<file path="src/rtl/ring_osc_entropy.sv">
// Purpose: sample a free-running ring oscillator, Von Neumann debias it into WIDTH-bit random words, supervise for a stuck oscillator.
// Latency: osc_in reaches logic after SYNC_STAGES flops; a word is presented the cycle after the shifter fills; osc_en lags enable by 1 cycle.
// Backpressure: one-entry holding register; when it is occupied and not popped, a full shifter stalls and sample strobes are dropped.
// Optional build: define FREQ_METER_EN to enable the oscillator frequency meter driving osc_count (otherwise osc_count is tied 0).
module ring_osc_entropy #(
    parameter int WIDTH         = 32,
    parameter int SYNC_STAGES   = 2,
    parameter int SAMPLE_DIV    = 16,
    parameter int WARMUP_CYCLES = 256,
    parameter int STUCK_CYCLES  = 1024,
    parameter int GATE_CYCLES   = 65536
) (
    input  logic             clk,
    input  logic             resetq,
    input  logic             enable,
    input  logic             osc_in,
    output logic             osc_en,
    output logic [WIDTH-1:0] rnd_data,
    output logic             rnd_valid,
    input  logic             rnd_ready,
    output logic             osc_stuck,
    output logic [31:0]      osc_count
);

    localparam int WARM_W  = $clog2(WARMUP_CYCLES + 1);
    localparam int STUCK_W = $clog2(STUCK_CYCLES + 1);
    localparam int DIV_W   = $clog2(SAMPLE_DIV + 1);
    localparam int CNT_W   = $clog2(WIDTH + 1);

    if (WIDTH < 2 || SYNC_STAGES < 2 || SAMPLE_DIV < 1 || WARMUP_CYCLES < 1 ||
        STUCK_CYCLES < 1 || GATE_CYCLES < 2) begin : g_bad_param
        $error("ring_osc_entropy: parameter out of range");
    end

    typedef enum logic [1:0] {S_IDLE, S_WARMUP, S_COLLECT, S_STUCK} state_t;

    state_t               state, state_nxt;
    logic [SYNC_STAGES-1:0] sync_q;
    logic                 osc_s, osc_prev, osc_chg;
    logic [WARM_W-1:0]    warm_cnt;
    logic [STUCK_W-1:0]   stuck_cnt;
    logic [DIV_W-1:0]     div_cnt;
    logic [WIDTH-1:0]     shifter;
    logic [CNT_W-1:0]     bit_cnt;
    logic                 pair_vld, pair_bit;
    logic                 active, stuck_timeout, warm_done, strobe;
    logic                 full, load, stall, pop, take, new_bit_vld, clr_shift;

    assign osc_s         = sync_q[SYNC_STAGES-1];
    assign osc_chg       = osc_s ^ osc_prev;
    assign active        = (state == S_WARMUP) || (state == S_COLLECT);
    assign stuck_timeout = active && !osc_chg && (stuck_cnt == STUCK_W'(STUCK_CYCLES - 1));
    assign warm_done     = (warm_cnt == WARM_W'(WARMUP_CYCLES - 1));
    assign strobe        = (state == S_COLLECT) && (div_cnt == DIV_W'(SAMPLE_DIV - 1));
    assign full          = (bit_cnt == CNT_W'(WIDTH));
    assign stall         = full && rnd_valid && !rnd_ready;
    assign load          = full && (!rnd_valid || rnd_ready);
    assign pop           = rnd_valid && rnd_ready;
    assign take          = strobe && !stall;
    // a completed pair with differing samples yields the first sample as the bit
    assign new_bit_vld   = take && pair_vld && (pair_bit != osc_s);
    assign clr_shift     = (state == S_STUCK) || stuck_timeout;

    // Synchronise the asynchronous oscillator and keep the previous synced value for edge detection
    always_ff @(posedge clk or negedge resetq) begin
        if (!resetq) begin
            sync_q   <= '0;
            osc_prev <= 1'b0;
            osc_en   <= 1'b0;
        end else begin
            sync_q   <= {sync_q[SYNC_STAGES-2:0], osc_in};
            osc_prev <= osc_s;
            osc_en   <= enable;
        end
    end

    // FSM state register
    always_ff @(posedge clk or negedge resetq) begin
        if (!resetq) state <= S_IDLE;
        else         state <= state_nxt;
    end

    // FSM next state; disable overrides everything
    always_comb begin
        state_nxt = state;
        osc_stuck = (state == S_STUCK);
        case (state)
            S_IDLE:    if (enable) state_nxt = S_WARMUP;
            S_WARMUP:  if (stuck_timeout) state_nxt = S_STUCK;
                       else if (warm_done) state_nxt = S_COLLECT;
            S_COLLECT: if (stuck_timeout) state_nxt = S_STUCK;
            S_STUCK:   if (osc_chg) state_nxt = S_WARMUP;
            default:   state_nxt = S_IDLE;
        endcase
        if (!enable) state_nxt = S_IDLE;
    end

    // Warmup, stuck-supervision and sample-divider counters
    always_ff @(posedge clk or negedge resetq) begin
        if (!resetq) begin
            warm_cnt  <= '0;
            stuck_cnt <= '0;
            div_cnt   <= '0;
        end else begin
            warm_cnt  <= (state == S_WARMUP) ? warm_cnt + WARM_W'(1) : '0;
            stuck_cnt <= (active && !osc_chg) ? stuck_cnt + STUCK_W'(1) : '0;
            if (state == S_COLLECT)
                div_cnt <= (div_cnt == DIV_W'(SAMPLE_DIV - 1)) ? '0 : div_cnt + DIV_W'(1);
            else
                div_cnt <= '0;
        end
    end

    // Output holding register; rnd_data survives disable so software can still read the last word
    always_ff @(posedge clk or negedge resetq) begin
        if (!resetq) begin
            rnd_valid <= 1'b0;
            rnd_data  <= '0;
        end else if (!enable) begin
            rnd_valid <= 1'b0;
        end else if (load && !clr_shift) begin
            rnd_valid <= 1'b1;
            rnd_data  <= shifter;
        end else if (pop) begin
            rnd_valid <= 1'b0;
        end
    end

    // Pair tracking and bit shifter; a bit arriving in the load cycle starts the next word
    always_ff @(posedge clk or negedge resetq) begin
        if (!resetq) begin
            shifter  <= '0;
            bit_cnt  <= '0;
            pair_vld <= 1'b0;
            pair_bit <= 1'b0;
        end else if (!enable || clr_shift) begin
            shifter  <= '0;
            bit_cnt  <= '0;
            pair_vld <= 1'b0;
        end else begin
            if (stall) begin
                pair_vld <= 1'b0;
            end else if (take) begin
                pair_vld <= !pair_vld;
                if (!pair_vld) pair_bit <= osc_s;
            end
            if (load) begin
                shifter <= {{(WIDTH-1){1'b0}}, pair_bit};
                bit_cnt <= new_bit_vld ? CNT_W'(1) : '0;
            end else if (new_bit_vld) begin
                shifter <= {shifter[WIDTH-2:0], pair_bit};
                bit_cnt <= bit_cnt + CNT_W'(1);
            end
        end
    end

`ifdef FREQ_METER_EN
    localparam int GATE_W = $clog2(GATE_CYCLES + 1);

    logic [GATE_W-1:0] gate_cnt;
    logic [31:0]       edge_cnt;
    logic [31:0]       count_q;
    logic              rise;

    assign rise      = osc_s && !osc_prev;
    assign osc_count = count_q;

    // Gate window: publish the rising-edge count at each wrap, restart counting including this cycle's edge
    always_ff @(posedge clk or negedge resetq) begin
        if (!resetq) begin
            gate_cnt <= '0;
            edge_cnt <= '0;
            count_q  <= '0;
        end else if (!enable) begin
            gate_cnt <= '0;
            edge_cnt <= '0;
        end else if (gate_cnt == GATE_W'(GATE_CYCLES - 1)) begin
            gate_cnt <= '0;
            count_q  <= edge_cnt;
            edge_cnt <= {31'd0, rise};
        end else begin
            gate_cnt <= gate_cnt + GATE_W'(1);
            if (rise && edge_cnt != 32'hFFFF_FFFF) edge_cnt <= edge_cnt + 32'd1;
        end
    end
`else
    assign osc_count = 32'd0;
`endif

endmodule

</file>
<file path="config.mk">
export PLATFORM = sky130hd
export DESIGN_NAME = ring_osc_entropy
export DESIGN_NICKNAME = d
export VERILOG_FILES = /design/src/rtl/ring_osc_entropy.sv
export SDC_FILE = /design/constraint.sdc
export NUM_CORES = 1
export LEC_CHECK = 0
export ABC_CLOCK_PERIOD_IN_PS = 3650
export CAP_MARGIN = 20
export CORE_ASPECT_RATIO = 0.5
export CORE_MARGIN = 2
export CORE_UTILIZATION = 30
export DETAILED_ROUTE_END_ITERATION = 6
export SETUP_SLACK_MARGIN = 0.3
export SLEW_MARGIN = 20
export SYNTH_ARGS = -nofsm -noshare
export SYNTH_HDL_FRONTEND = slang
export SYNTH_SLANG_ARGS = --single-unit
export TNS_END_PERCENT = 1
</file>
<file path="constraint.sdc">
create_clock -name clk -period 3.65 [get_ports clk]
set_input_delay 1.095 -clock clk [delete_from_list [all_inputs] [get_ports clk]]
set_output_delay 1.095 -clock clk [all_outputs]
set_load 0.1 [all_outputs]
</file>
# Yosys cells after proc, flatten, opt, wreduce, memory -nomap -nowiden
# Index checks and enable logic that the tools add are counted.
# Widths: inputs -> output; s select.
[op_classes]
mux = 23
add_sub_neg = 4
reduce_logical = 28
n_bitwise = 4
n_eq_ne = 12
[op_table]
columns = ["op", "n"]
rows = [
  ["$mux 32", 3],
  ["$mux 6", 3],
  ["$add 11x1->11 const B", 1],
  ["$eq 11x10->1 const B", 1],
  ["$logic_and 1x1->1", 11],
  ["$mux 11", 1],
  ["$mux 2", 5],
  ["$mux 5", 2],
  ["$add 9x1->9 const B", 1],
  ["$eq 9x8->1 const B", 1],
  ["$mux 9", 1],
  ["$pmux 2 s4", 1],
  ["$logic_not 1->1", 7],
  ["$mux 1", 7],
  ["$add 6x1->6 const B", 1],
  ["$eq 6x6->1 const B", 1],
  ["$reduce_bool 3->1", 2],
  ["$add 5x1->5 const B", 1],
  ["$eq 5x4->1 const B", 1],
  ["$eq 2x2->1 const B", 2],
  ["$logic_or 1x1->1", 4],
  ["$ne 4x4->1 const B", 1],
  ["$reduce_and 4->1", 1],
  ["$ne 3x1->1 const B", 1],
  ["other kinds (9)", 11],
]
[word_totals]
regBits = 104
word_cells = 84
input_bits = 5

# Longest topological paths before layout
# Gate-level depths: netlist (run 1).
[depth]
word_depth = 10
depth_mapped = 9
mapped_depth_nobuf = 9

# Least setup slack after synthesis (run 1)
# OpenSTA, ideal clock, no wires.
[synth_path]
path_kind = "reg2out"
startpoint = "register state[1]"
endpoint = "output port osc_stuck"
t_arrival_ns = 1.222
stages_incl_launch_ff = 2
setup_slack_ns = 1.333
required_ns = 2.555
cell_sequence = "dfrtp_1 -> ha_1"
[synth_via]
elab_chain_len = 1
[synth_rtl]
columns = ["element", "line", "rtl"]
rows = [
  ["from (decl)", "37", "state_t state, state_nxt;"],
  ["from (signal assigned)", "80", "else state <= state_nxt;"],
  ["$eq 2x2->1", "86", "osc_stuck = (state == S_STUCK);"],
  ["to (decl)", "21", "output logic osc_stuck,"],
]
# Every way passes these cells.

# Final worst setup path (run 1)
[layout_path]
startpoint = "input port rnd_ready"
endpoint = "register shifter[14]"
[layout_via]
elab_chain_len = 7
word_cells_on_any_way = 11
[layout_rtl]
columns = ["element", "line", "rtl"]
rows = [
  ["from (decl)", "20", "input logic rnd_ready,"],
  ["$logic_not 1->1", "56", "assign stall = full && rnd_valid && !rnd_ready;"],
  ["$logic_and 1x1->1", "56", ""],
  ["$logic_not 1->1", "59", "assign take = strobe && !stall;"],
  ["$logic_and 1x1->1", "59", ""],
  ["$logic_and 1x1->1 (2 in a row)", "61", "assign new_bit_vld = take && pair_vld && (pair_bit != osc_s);"],
  ["$reduce_bool 3->1 (no source line)", "-", ""],
  ["to (signal assigned)", "148", "shifter <= {{(WIDTH-1){1'b0}}, pair_bit};"],
  ["to (signal assigned)", "151", "shifter <= {shifter[WIDTH-2:0], pair_bit};"],
  ["to (decl)", "43", "logic [WIDTH-1:0] shifter;"],
]
# Several ways; a longest one is shown, not always the timed one.
# A chain may end at the register's enable or synchronous reset.

==> impl_summary.txt, run 1 <==
----------------------------------------------------
[Status]
  Run status ... complete, no violations

[STA]
  Highest clock frequency the design can meet ... between 300 and 400 MHz
  Max-Slew Margin vs Limit ... a little over half
  Share of the clock period used by the worst path ... 75.0%
  Number of endpoints with negative hold slack in the final report ... 0
  Slew @ Worst Pin ... 0.717 ns
  Setup repair after global routing missed its margin ... false
  Final number of max-transition violations ... 0
  Minimum period implied by the final worst setup slack ... 2.74 ns
  Final setup TNS ... 0 ns
  Setup-violating endpoint count in the final report ... 0
  Hold_ws ... 0.350 ns
  Skew final ... 0.00785 ns

[Synthesis]
  Count of state elements after synthesis ... 104
  Proportion of netlist area held by the largest area contributor ... 55.1%
  Cell count after synthesis ... approximately 420
  Top post-synthesis cells by area ... sky130_fd_sc_hd__dfrtp_1 (55%), sky130_fd_sc_hd__mux2_4 (9.5%), sky130_fd_sc_hd__nand2_1 (6.1%)
  Count of yosys warnings during synthesis ... 0
  Number of distinct standard cells referenced by the synthesized netlist ... 37
  Seq/Total Area, Yosys ... a little under three fifths
  Dominant cell by count in the synthesized netlist ... sky130_fd_sc_hd__dfrtp_1
  Count of flip-flops with a built-in enable after synthesis ... 0
  Most frequent cells after synthesis ... sky130_fd_sc_hd__dfrtp_1 (104), sky130_fd_sc_hd__nand2_1 (77), sky130_fd_sc_hd__a21oi_1 (37)
  Most instantiated flip-flop cell in the synthesis netlist ... sky130_fd_sc_hd__dfrtp_1
  Synth area leader ... sky130_fd_sc_hd__dfrtp_1
  Post-synthesis cell area ... 4720 sq um
  Avg Inst Size Synth ... 11.1 sq um
  Share of async-settable or async-resettable flops after synthesis ... 100%

[Detailed routing]
  Detailed route wirelength on metal2 ... around 3800 um
  Detailed Route Iter0 Violations ... 158
  Per-cell via count in the routed design ... 4.28
  Count of TritonRoute iterations in the first routing pass ... 4
  Met3 WL ... 371 um
  Remaining routing DRC violations ... 0
  Post-route antenna net violation count ... 0
  Total wire length after detailed routing ... a little over 8000 um
  Detailed-route via count ... 2,874
  Post-route met1 wirelength ... roughly 4000 um
  Highest Signal Layer ... met4
  Average routed wire per standard cell ... ~12 um

[Place]
  Routability-driven placement congestion ratio ... 0.702
  Area of placed instances ... 5120 sq um
  Estimated wirelength of the detail-placed design ... 5410 um
  Total of buffers placed on input and output ports ... 39

[Finish]
  Number of antenna diodes ... 0
  Total area of sequential cells ... 2600 sq um
  Total number of nets in the final design ... 476
  Layout Area Growth over Synthesis ... 14.9%
  Finished Cell Area ... 5430 sq um
  Post-route core utilization ... 35.2%
  Share of post-route cells with drive strength above 1 ... 20.1%
  Filler Cell Count ... around 1,500
  Area of the multi-input gates ... 1880 sq um

[Floorplan]
  Die X-Extent ... 181 um
  Area of the die ... ~17,000 sq um
  CORE AREA ... 15,400 sq um
  Number of top-level design ports ... 72
  Initial core utilization ... 30.6%
  Site row count ... 32
  Overall die height ... a little over 90 um

[CTS]
  Post-CTS clock slew at the launch and capture registers of the worst setup and hold paths ... 0.07 ns
  Count of hold buffers inserted by post-cts repair ... 0
  Clock Tree Buf Depth ... 2
  Max H-tree Level ... 3
  Postcts setup bufs ... 0
  Clock tree from TritonCTS ... yes
  TritonCTS Sinks ... between 100 and 150
  Clock insertion delay at the later pin of the skew report ... 0.35 ns
  CTS resizes ... 0
  Inserted Clock Buffers ... 9
  Clock Root Buffer ... sky130_fd_sc_hd__clkbuf_16

[Worst setup path]
  Setup CP Type ... input port to flip-flop
  Data arrival time at the worst-slack endpoint ... 2.99 ns
  Delay of the slowest critical-path stage ... 0.62 ns
  Endpoint required time on the critical path ... 3.90 ns
  Launch point of the worst reg-to-reg path ... state[0]$_DFFE_PN0P_
  Largest fanout on the critical path ... 36
  Launch point of the critical path ... rnd_ready
  Master of the slowest instance on the critical path ... sky130_fd_sc_hd__nand3_2
  Sort of element at the end of the critical path ... flip-flop
  Series of cell instances along the critical path ... clkdlybuf4s50_1 > nor2b_1 > nand4b_1 > nand3_2 > a21oi_1
  Type of origin of the critical path ... input port

[Run]
  Max-cap viol count ... 0

[Global routing]
  Pin count of the biggest net entering global routing ... 56
  Number of global-route vias before repair ... around 2,900
  First-pass GRT wire length ... 14,300 um
  Number of antenna violations at the first check in global routing ... 0
  Final global-route overflow total ... 0
  Global router's overall resource usage ... a little over a tenth

[Min path]
  Worst hold path type ... flip-flop to flip-flop
  Worst hold path startpoint ... sync_q[0]$_DFF_PN0_

[Power and ir drop]
  Power consumption ... 2.58 mW
  Pwr dens ... 475 nW/um^2
  Standby leakage power ... between 2 and 2.5 nW
  Peak ir drop on the vdd network ... 231 uV

----------------------------------------------------
metal layers:
layer	vias up	global-route usage (%)
met5	-	0
met3	8	3.97
met2	53	17.2
met4	0	3.05
li1	1410	-
met1	1403	13.7
power by group:
part / switching, mW / internal, mW / total [mW] / leakage, nW
logic: 0.307 / 0.0709 / 0.378 / 0.891
registers: 0.0279 / 1.18 / 1.21 / 1.44
clock network: 0.434 / 0.556 / 0.990 / 0.143
cell families after synthesis:
group	count (synthesis)	synth area share [%]
multiplexers	33	10.3
adder cells (fa/ha/maj)	9	2.38
buffers and inverters	56	7.63
XOR/XNOR	22	4.08
AO/OA/AOI/OAI	49	5.80
AND/OR/NAND/NOR	150	14.7
flip-flops	104	55.1
other	1	0.0794
area by class of cell:
class | count | area share, %
sequential | 104 | 47.9
multi-input combinational | 295 | 34.6
timing repair buffer | 43 | 6.55
tap | 204 | 4.70
clock buffer | 11 | 4.47
clock inverter | 5 | 1.15
inverter | 9 | 0.622
registers in the layout (all words and copies together), names as in the netlist:
signal and count:
osc_prev 1, div_cnt 5, stuck_cnt 11, bit_cnt 6, rnd_data 32, warm_cnt 9
pair_vld 1, osc_en 1, rnd_valid 1, state 2, pair_bit 1, shifter 32
sync_q 2
path summary, 6_finish.rpt:
| kind | endpoint | slack [ns] | cells past startpoint |
|---|---|---|---|
| min in group asynchronous | div_cnt[0]$_DFF_PN0_ | 0.78 | 1 |
| max in group asynchronous | rnd_data[15]$_DFFE_PN0P_ | 2.16 | 2 |
| hold reg to reg | sync_q[1]$_DFF_PN0_ | 0.35 | 0 |
| hold / removal | sync_q[1]$_DFF_PN0_ | 0.35 | 0 |
| setup / recovery | shifter[14]$_DFFE_PN0P_ | 0.91 | 5 |
| setup reg to reg | shifter[14]$_DFFE_PN0P_ | 1.10 | 6 |
per-stage QoR:
| step | setup WS, ns | instances |
|---|---|---|
| floorplan | 1.33 | 455 |
| global placement | 0.585 | 655 |
| detailed placement | 0.501 | 655 |
| CTS | 0.861 | 671 |
| global route | 0.717 | 671 |
| finish | 0.912 | 671 |
worst max-delay path: cells and delay by family:
kind / cells / cell delay, ns
simple gates: 3 / 1.14
buf+inv: 1 / 0.40
compound gates: 1 / 0.34
placed cells by master (no fill, tap or decap), types with 11 or more instances in the layout:
master                      n
sky130_fd_sc_hd__conb_1    32
sky130_fd_sc_hd__xor2_1    11
sky130_fd_sc_hd__nor2_1    24
sky130_fd_sc_hd__buf_4     38
sky130_fd_sc_hd__dfrtp_1  104
sky130_fd_sc_hd__nand3_1   15
sky130_fd_sc_hd__a21oi_1   37
sky130_fd_sc_hd__xnor2_1   11
sky130_fd_sc_hd__mux2_4    30
sky130_fd_sc_hd__nand2_1   77
Power figures use the tool's default switching activity.
==> inputs of run 2 (changes only) <==
--- a/config.mk
+++ b/config.mk
@@ -5,7 +5,7 @@
 export SDC_FILE = /design/constraint.sdc
 export NUM_CORES = 1
 export LEC_CHECK = 0
-export ABC_CLOCK_PERIOD_IN_PS = 3650
+export ABC_CLOCK_PERIOD_IN_PS = 2290
 export CAP_MARGIN = 20
 export CORE_ASPECT_RATIO = 0.5
 export CORE_MARGIN = 2
==> constraint.sdc (replaced) <==
create_clock -name clk -period 2.29 [get_ports clk]
set_input_delay 0.687 -clock clk [delete_from_list [all_inputs] [get_ports clk]]
set_output_delay 0.687 -clock clk [all_outputs]
set_load 0.1 [all_outputs]
==> impl_summary.txt, run 2 (synthesis gave the netlist of run 1 again) <==
----------------------------------------------------
[STA]
  Minimum setup slack in the final design ... 0.303 ns
  Minimum period implied by the final worst setup slack ... 1.99 ns
  Highest clock frequency the design can meet ... 503 MHz
  Number of endpoints with negative hold slack in the final report ... 0
  Setup-violating endpoint count in the final report ... 0
  Final setup TNS ... 0 ns
  Skew final ... 0.0106 ns
  Setup repair after global routing missed its margin ... true
  Final number of max-transition violations ... 0
  Share of the clock period used by the worst path ... 86.8%
  Hold_ws ... approximately 0.28 ns

[Worst setup path]
  Number of cells traversed by the worst register-to-register path ... 7
  Endpoint required time on the critical path ... roughly 2.5 ns
  Type of origin of the critical path ... input port
  Largest fanout on the critical path ... 16
  Sort of element at the end of the critical path ... flip-flop
  Reg2reg setup slack ... 0.31 ns
  Terminus of the critical flop-to-flop path ... rnd_data[28]$_DFFE_PN0P_
  Data arrival time at the worst-slack endpoint ... between 2 and 2.5 ns
  Setup CP Type ... input port to flip-flop
  Launch point of the worst reg-to-reg path ... stuck_cnt[1]$_DFF_PN0_

[CTS]
  Clock Root Buffer ... sky130_fd_sc_hd__clkbuf_16
  Post-CTS clock slew at the launch and capture registers of the worst setup and hold paths ... 0.07 ns
  Inserted Clock Buffers ... 9
  Clock insertion delay at the later pin of the skew report ... 0.34 ns
  Count of hold buffers inserted by post-cts repair ... 0
  Clock tree from TritonCTS ... yes
  Max H-tree Level ... 3
  TritonCTS Sinks ... between 100 and 150
  Clock Tree Buf Depth ... 2

[Power and ir drop]
  Sw power ... 1.24 mW
  Proportion of total power due to net switching ... 30.3%
  Sequential Power Share ... 47.1%
  Internal power component ... between 2 and 3 mW
  Standby leakage power ... approximately 2.6 nW
  Pwr dens ... 723 nW/um^2
  Peak ir drop on the vdd network ... 370 uV
  Portion of total power attributed to combinational logic ... between 15 and 20%
  Clock network fraction of total power ... 35.0%

[Place]
  Placed instance count ... 667
  Area of placed instances ... 5290 sq um
  Total of buffers placed on input and output ports ... 39
  Routability-driven placement congestion ratio ... approximately 0.73
  Placement Setup Slack ... -0.0676 ns
  Estimated wirelength of the detail-placed design ... roughly 5600 um

[Finish]
  Number of cells in the finished layout apart from fillers ... roughly 690
  Finished Cell Area ... about 5700 sq um
  Most common cell after layout, fill and taps aside ... sky130_fd_sc_hd__dfrtp_1
  Layout Area Growth over Synthesis ... 20.1%
  Most frequent cells in the layout ... sky130_fd_sc_hd__dfrtp_1 (103), sky130_fd_sc_hd__nand2_1 (76), sky130_fd_sc_hd__buf_4 (49)
  Total number of nets in the final design ... 494
  Number of antenna diodes ... 0
  Top Registers ... rnd_data x32, shifter x32, stuck_cnt x11
  Share of post-route cells with drive strength above 1 ... between 20% and 30%

[Floorplan]
  CORE AREA ... 15,400 sq um
  Overall die height ... ~93 um
  Initial core utilization ... 30.6%
  Number of top-level design ports ... 72
  Die X-Extent ... 181 um
  Site row count ... 32
  Area of the die ... between 15,000 and 20,000 sq um

[Global routing]
  Number of antenna violations at the first check in global routing ... 0
  Number of global-route vias before repair ... 2,865
  Final global-route overflow total ... 0
  Global router's overall resource usage ... 10.5%
  Pin count of the biggest net entering global routing ... 40
  First-pass GRT wire length ... approximately 14,000 um

[Min path]
  Worst hold path type ... input port to asynchronous set/reset pin

[Detailed routing]
  Per-cell via count in the routed design ... around 4.3
  Detailed-route via count ... around 3,000
  Average routed wire per standard cell ... about 12 um
  Total wire length after detailed routing ... 8410 um
  Post-route antenna net violation count ... 0
  Count of TritonRoute iterations in the first routing pass ... 4
  Detailed Route Iter0 Violations ... 167
  Remaining routing DRC violations ... 0

[Status]
  Run status ... complete, no violations

[Run]
  Max-cap viol count ... 0

----------------------------------------------------
## run 2: power by group through the flow
stage                     clock network [mW]  logic [mW]  registers, mW
after floorplan                            0       0.537           1.96
after global placement                     0       0.651           1.97
after detailed placement                   0       0.664           1.97
after CTS                               1.49       0.691           1.93
after global routing                    1.57       0.797           1.93
final                                   1.44       0.735           1.93
## run 2: worst max-delay path, cell delays in order
cell                              delay, ns
sky130_fd_sc_hd__clkdlybuf4s50_1       0.45
sky130_fd_sc_hd__nor2b_1               0.05
sky130_fd_sc_hd__nand4b_1              0.24
sky130_fd_sc_hd__nor2_4                0.23
sky130_fd_sc_hd__buf_12                0.20
sky130_fd_sc_hd__mux2_2                0.34
## run 2: worst max path at each step
stage / startpoint / slack, ns / endpoint
CTS: stuck_cnt[1]$_DFF_PN0_ / 0.27 / rnd_data[28]$_DFFE_PN0P_
detailed placement: enable / -0.07 / rnd_data[31]$_DFFE_PN0P_
global route: stuck_cnt[1]$_DFF_PN0_ / 0.24 / rnd_data[28]$_DFFE_PN0P_
global placement: enable / -0.07 / pair_bit$_DFFE_PN0P_
finish: rnd_ready / 0.30 / rnd_data[31]$_DFFE_PN0P_
floorplan: stuck_cnt[0]$_DFF_PN0_ / 0.32 / rnd_data[10]$_DFFE_PN0P_
## run 2: layout make-up
type                       count  area (sq um)
fill                        1474          9740
clock buffer                  10           239
sequential                   104          2600
clock inverter                 6          40.0
multi-input combinational    295          1930
timing repair buffer          61           569
tap                          204           255
inverter                       9          33.8
## run 2: what timing repair did
item,CTS,global route
resized for setup,5,8
setup buffers,3,3
pin swaps,2,2
endpoints found under the setup margin,70,72
gates cloned,0,0
## run 2: layer usage
metal,global-route usage [%],routed length (um)
met1,13.7,4090
met2,17.3,3920
met3,3.46,332
met4,2.24,73
met5,0,0
## run 2: stage by stage
| stage | utilization [%] | power [mW] |
|---|---|---|
| 4_1_cts | 36.4 | 4.11 |
| 5_1_grt | 36.8 | 4.30 |
| 6_report | 36.8 | 4.10 |
| 3_3_place_gp | 34.3 | 2.62 |
| 3_5_place_dp | 34.3 | 2.63 |
| 2_1_floorplan | - | 2.50 |
==> inputs of run 3 (changes only) <==
--- a/config.mk
+++ b/config.mk
@@ -10,8 +10,11 @@
 export CORE_ASPECT_RATIO = 0.5
 export CORE_MARGIN = 2
 export CORE_UTILIZATION = 30
+export CTS_BUF_LIST = sky130_fd_sc_hd__clkbuf_8
 export DETAILED_ROUTE_END_ITERATION = 6
+export REMOVE_ABC_BUFFERS = 1
 export SETUP_SLACK_MARGIN = 0.3
+export SKIP_LAST_GASP = 1
 export SLEW_MARGIN = 20
 export SYNTH_ARGS = -nofsm -noshare
 export SYNTH_HDL_FRONTEND = slang
==> impl_summary.txt, run 3 (synthesis gave the netlist of run 1 again) <==
----------------------------------------------------
[Status]
  Run status ... complete, no violations

[Worst setup path]
  Largest fanout on the critical path ... 2
  Setup CP Type ... input port to flip-flop
  Sort of element at the end of the critical path ... flip-flop
  Data arrival time at the worst-slack endpoint ... 2.25 ns
  Type of origin of the critical path ... input port
  Endpoint required time on the critical path ... 2.55 ns

[STA]
  Final number of max-transition violations ... 0
  Hold_ws ... 0.275 ns
  Skew final ... 0.0135 ns
  Slew @ Worst Pin ... approximately 0.53 ns
  Setup repair after global routing missed its margin ... true
  Minimum period implied by the final worst setup slack ... 1.99 ns
  Setup-violating endpoint count in the final report ... 0
  Highest clock frequency the design can meet ... 502 MHz
  Share of the clock period used by the worst path ... 86.9%
  Max-Slew Margin vs Limit ... 64.4%
  Number of endpoints with negative hold slack in the final report ... 0

[Place]
  Placed instance count ... 671
  Area of placed instances ... 5340 sq um
  Routability-driven placement congestion ratio ... approximately 0.75
  Estimated wirelength of the detail-placed design ... 5790 um
  Total of buffers placed on input and output ports ... 39

[CTS]
  Clock tree from TritonCTS ... yes
  TritonCTS Sinks ... approximately 100
  Count of hold buffers inserted by post-cts repair ... 0
  Max H-tree Level ... 3
  Post-CTS clock slew at the launch and capture registers of the worst setup and hold paths ... 0.11 ns
  Clock Root Buffer ... sky130_fd_sc_hd__clkbuf_8
  Clock Tree Buf Depth ... 2
  Inserted Clock Buffers ... 9
  Clock insertion delay at the later pin of the skew report ... 0.38 ns

[Global routing]
  Number of global-route vias before repair ... 2,927
  Global router's overall resource usage ... 10.8%
  Final global-route overflow total ... 0
  First-pass GRT wire length ... 14,500 um
  Number of antenna violations at the first check in global routing ... 0
  Pin count of the biggest net entering global routing ... 41

[Floorplan]
  Area of the die ... 16,800 sq um
  CORE AREA ... roughly 15,000 sq um
  Die X-Extent ... 181 um
  Site row count ... 32
  Initial core utilization ... 30.6%
  Number of top-level design ports ... 72
  Overall die height ... 92.7 um

[Finish]
  Most common cell after layout, fill and taps aside ... sky130_fd_sc_hd__dfrtp_1
  Share of post-route cells with drive strength above 1 ... 25.7%
  Finished Cell Area ... 5630 sq um
  Number of cells in the finished layout apart from fillers ... approximately 690
  Layout Area Growth over Synthesis ... 19.3%
  Most frequent cells in the layout ... sky130_fd_sc_hd__dfrtp_1 (103), sky130_fd_sc_hd__nand2_1 (76), sky130_fd_sc_hd__buf_4 (53)
  Total number of nets in the final design ... 499
  Top Registers ... rnd_data x32, shifter x32, stuck_cnt x11
  Number of antenna diodes ... 0

[Detailed routing]
  Total wire length after detailed routing ... 8430 um
  Detailed-route via count ... 3,009
  Post-route antenna net violation count ... 0
  Detailed Route Iter0 Violations ... 197
  Count of TritonRoute iterations in the first routing pass ... 4
  Per-cell via count in the routed design ... between 4 and 5
  Remaining routing DRC violations ... 0
  Average routed wire per standard cell ... 12.2 um

[Min path]
  Worst hold path type ... input port to asynchronous set/reset pin

[Power and ir drop]
  Internal power component ... 2.52 mW
  Peak ir drop on the vdd network ... around 230 uV
  Standby leakage power ... about 2.6 nW
  Proportion of total power due to net switching ... around a third
  Power consumption ... about 3.8 mW
  Portion of total power attributed to combinational logic ... 19.8%
  Sw power ... 1.24 mW
  Pwr dens ... ~670 nW/um^2
  Sequential Power Share ... between 50% and 60%
  Clock network fraction of total power ... between 20% and 30%

[Run]
  Max-cap viol count ... 0

----------------------------------------------------
[run 3: cell types whose count changed in the layout (fill, tap and decap cells not counted), moves of 2 or more]
cell                        delta
sky130_fd_sc_hd__buf_12        +2
sky130_fd_sc_hd__buf_4         +4
sky130_fd_sc_hd__clkbuf_16     -9
sky130_fd_sc_hd__clkbuf_8      +8
sky130_fd_sc_hd__clkinv_2      -2
sky130_fd_sc_hd__inv_8         +2
[run 3: metal layers]
metal	share of wire (%)	wire length (um)	global-route usage, %	up-vias
met2	45	3810	16.9	59
met3	4.7	393	3.34	9
li1	-	-	-	1467
met5	0	0	0	-
met4	1.3	107	3.46	0
met1	49	4120	14.2	1474
[run 3: area by class of cell]
| cell class | count | area (sq um) |
|---|---|---|
| well taps | 204 | 255 |
| clock inverters | 7 | 61.3 |
| inverters | 9 | 33.8 |
| flip-flops and latches | 104 | 2600 |
| fillers | 1520 | 9780 |
| repair buffers | 66 | 628 |
| clock buffers | 9 | 124 |
| multi-input cells | 295 | 1930 |
[run 3: critical path, cell delays in order]
cell                              delay (ns)
sky130_fd_sc_hd__clkdlybuf4s50_1        0.47
sky130_fd_sc_hd__nor2b_1                0.13
sky130_fd_sc_hd__buf_4                  0.14
sky130_fd_sc_hd__o31ai_4                0.08
sky130_fd_sc_hd__buf_4                  0.16
sky130_fd_sc_hd__nor4b_4                0.27
sky130_fd_sc_hd__mux2_4                 0.32
[run 3: what timing repair did]
action                     4_1_cts  5_1_grt
resized for setup                3       10
pin swaps                        3        5
setup endpoints to repair       65       73
setup buffers                    4        3
[run 3: path summary, 6_finish.rpt]
| path | to | depth (start not counted) | slack (ns) | from |
|---|---|---|---|---|
| min | shifter[16]$_DFFE_PN0P_ | 1 | 0.27 | resetq |
| max in group asynchronous | rnd_data[17]$_DFFE_PN0P_ | 2 | 1.41 | resetq |
| max reg2reg | rnd_data[17]$_DFFE_PN0P_ | 7 | 0.34 | stuck_cnt[0]$_DFF_PN0_ |
| max | pair_bit$_DFFE_PN0P_ | 7 | 0.30 | enable |
| min in group clk | sync_q[1]$_DFF_PN0_ | 0 | 0.36 | sync_q[0]$_DFF_PN0_ |
| min reg2reg | sync_q[1]$_DFF_PN0_ | 0 | 0.36 | sync_q[0]$_DFF_PN0_ |
[run 3: metrics by stage]
step           TNS (ns)  utilization (%)  setup slack (ns)
2_1_floorplan    -15.73                -            -0.545
3_3_place_gp      -1.81             34.7           -0.0841
6_report              0             36.5             0.300
5_1_grt               0             36.5             0.233
3_5_place_dp      -2.04             34.7           -0.0898
4_1_cts               0             36.1             0.256
[run 3: power groups by stage]
| stage | logic (mW) | clock network, mW | registers, mW |
|---|---|---|---|
| floorplan | 0.479 | 0 | 1.96 |
| global placement | 0.660 | 0 | 1.97 |
| detailed placement | 0.663 | 0 | 1.97 |
| CTS | 0.695 | 1.14 | 1.93 |
| global route | 0.815 | 1.22 | 1.94 |
| finish | 0.745 | 1.09 | 1.93 |
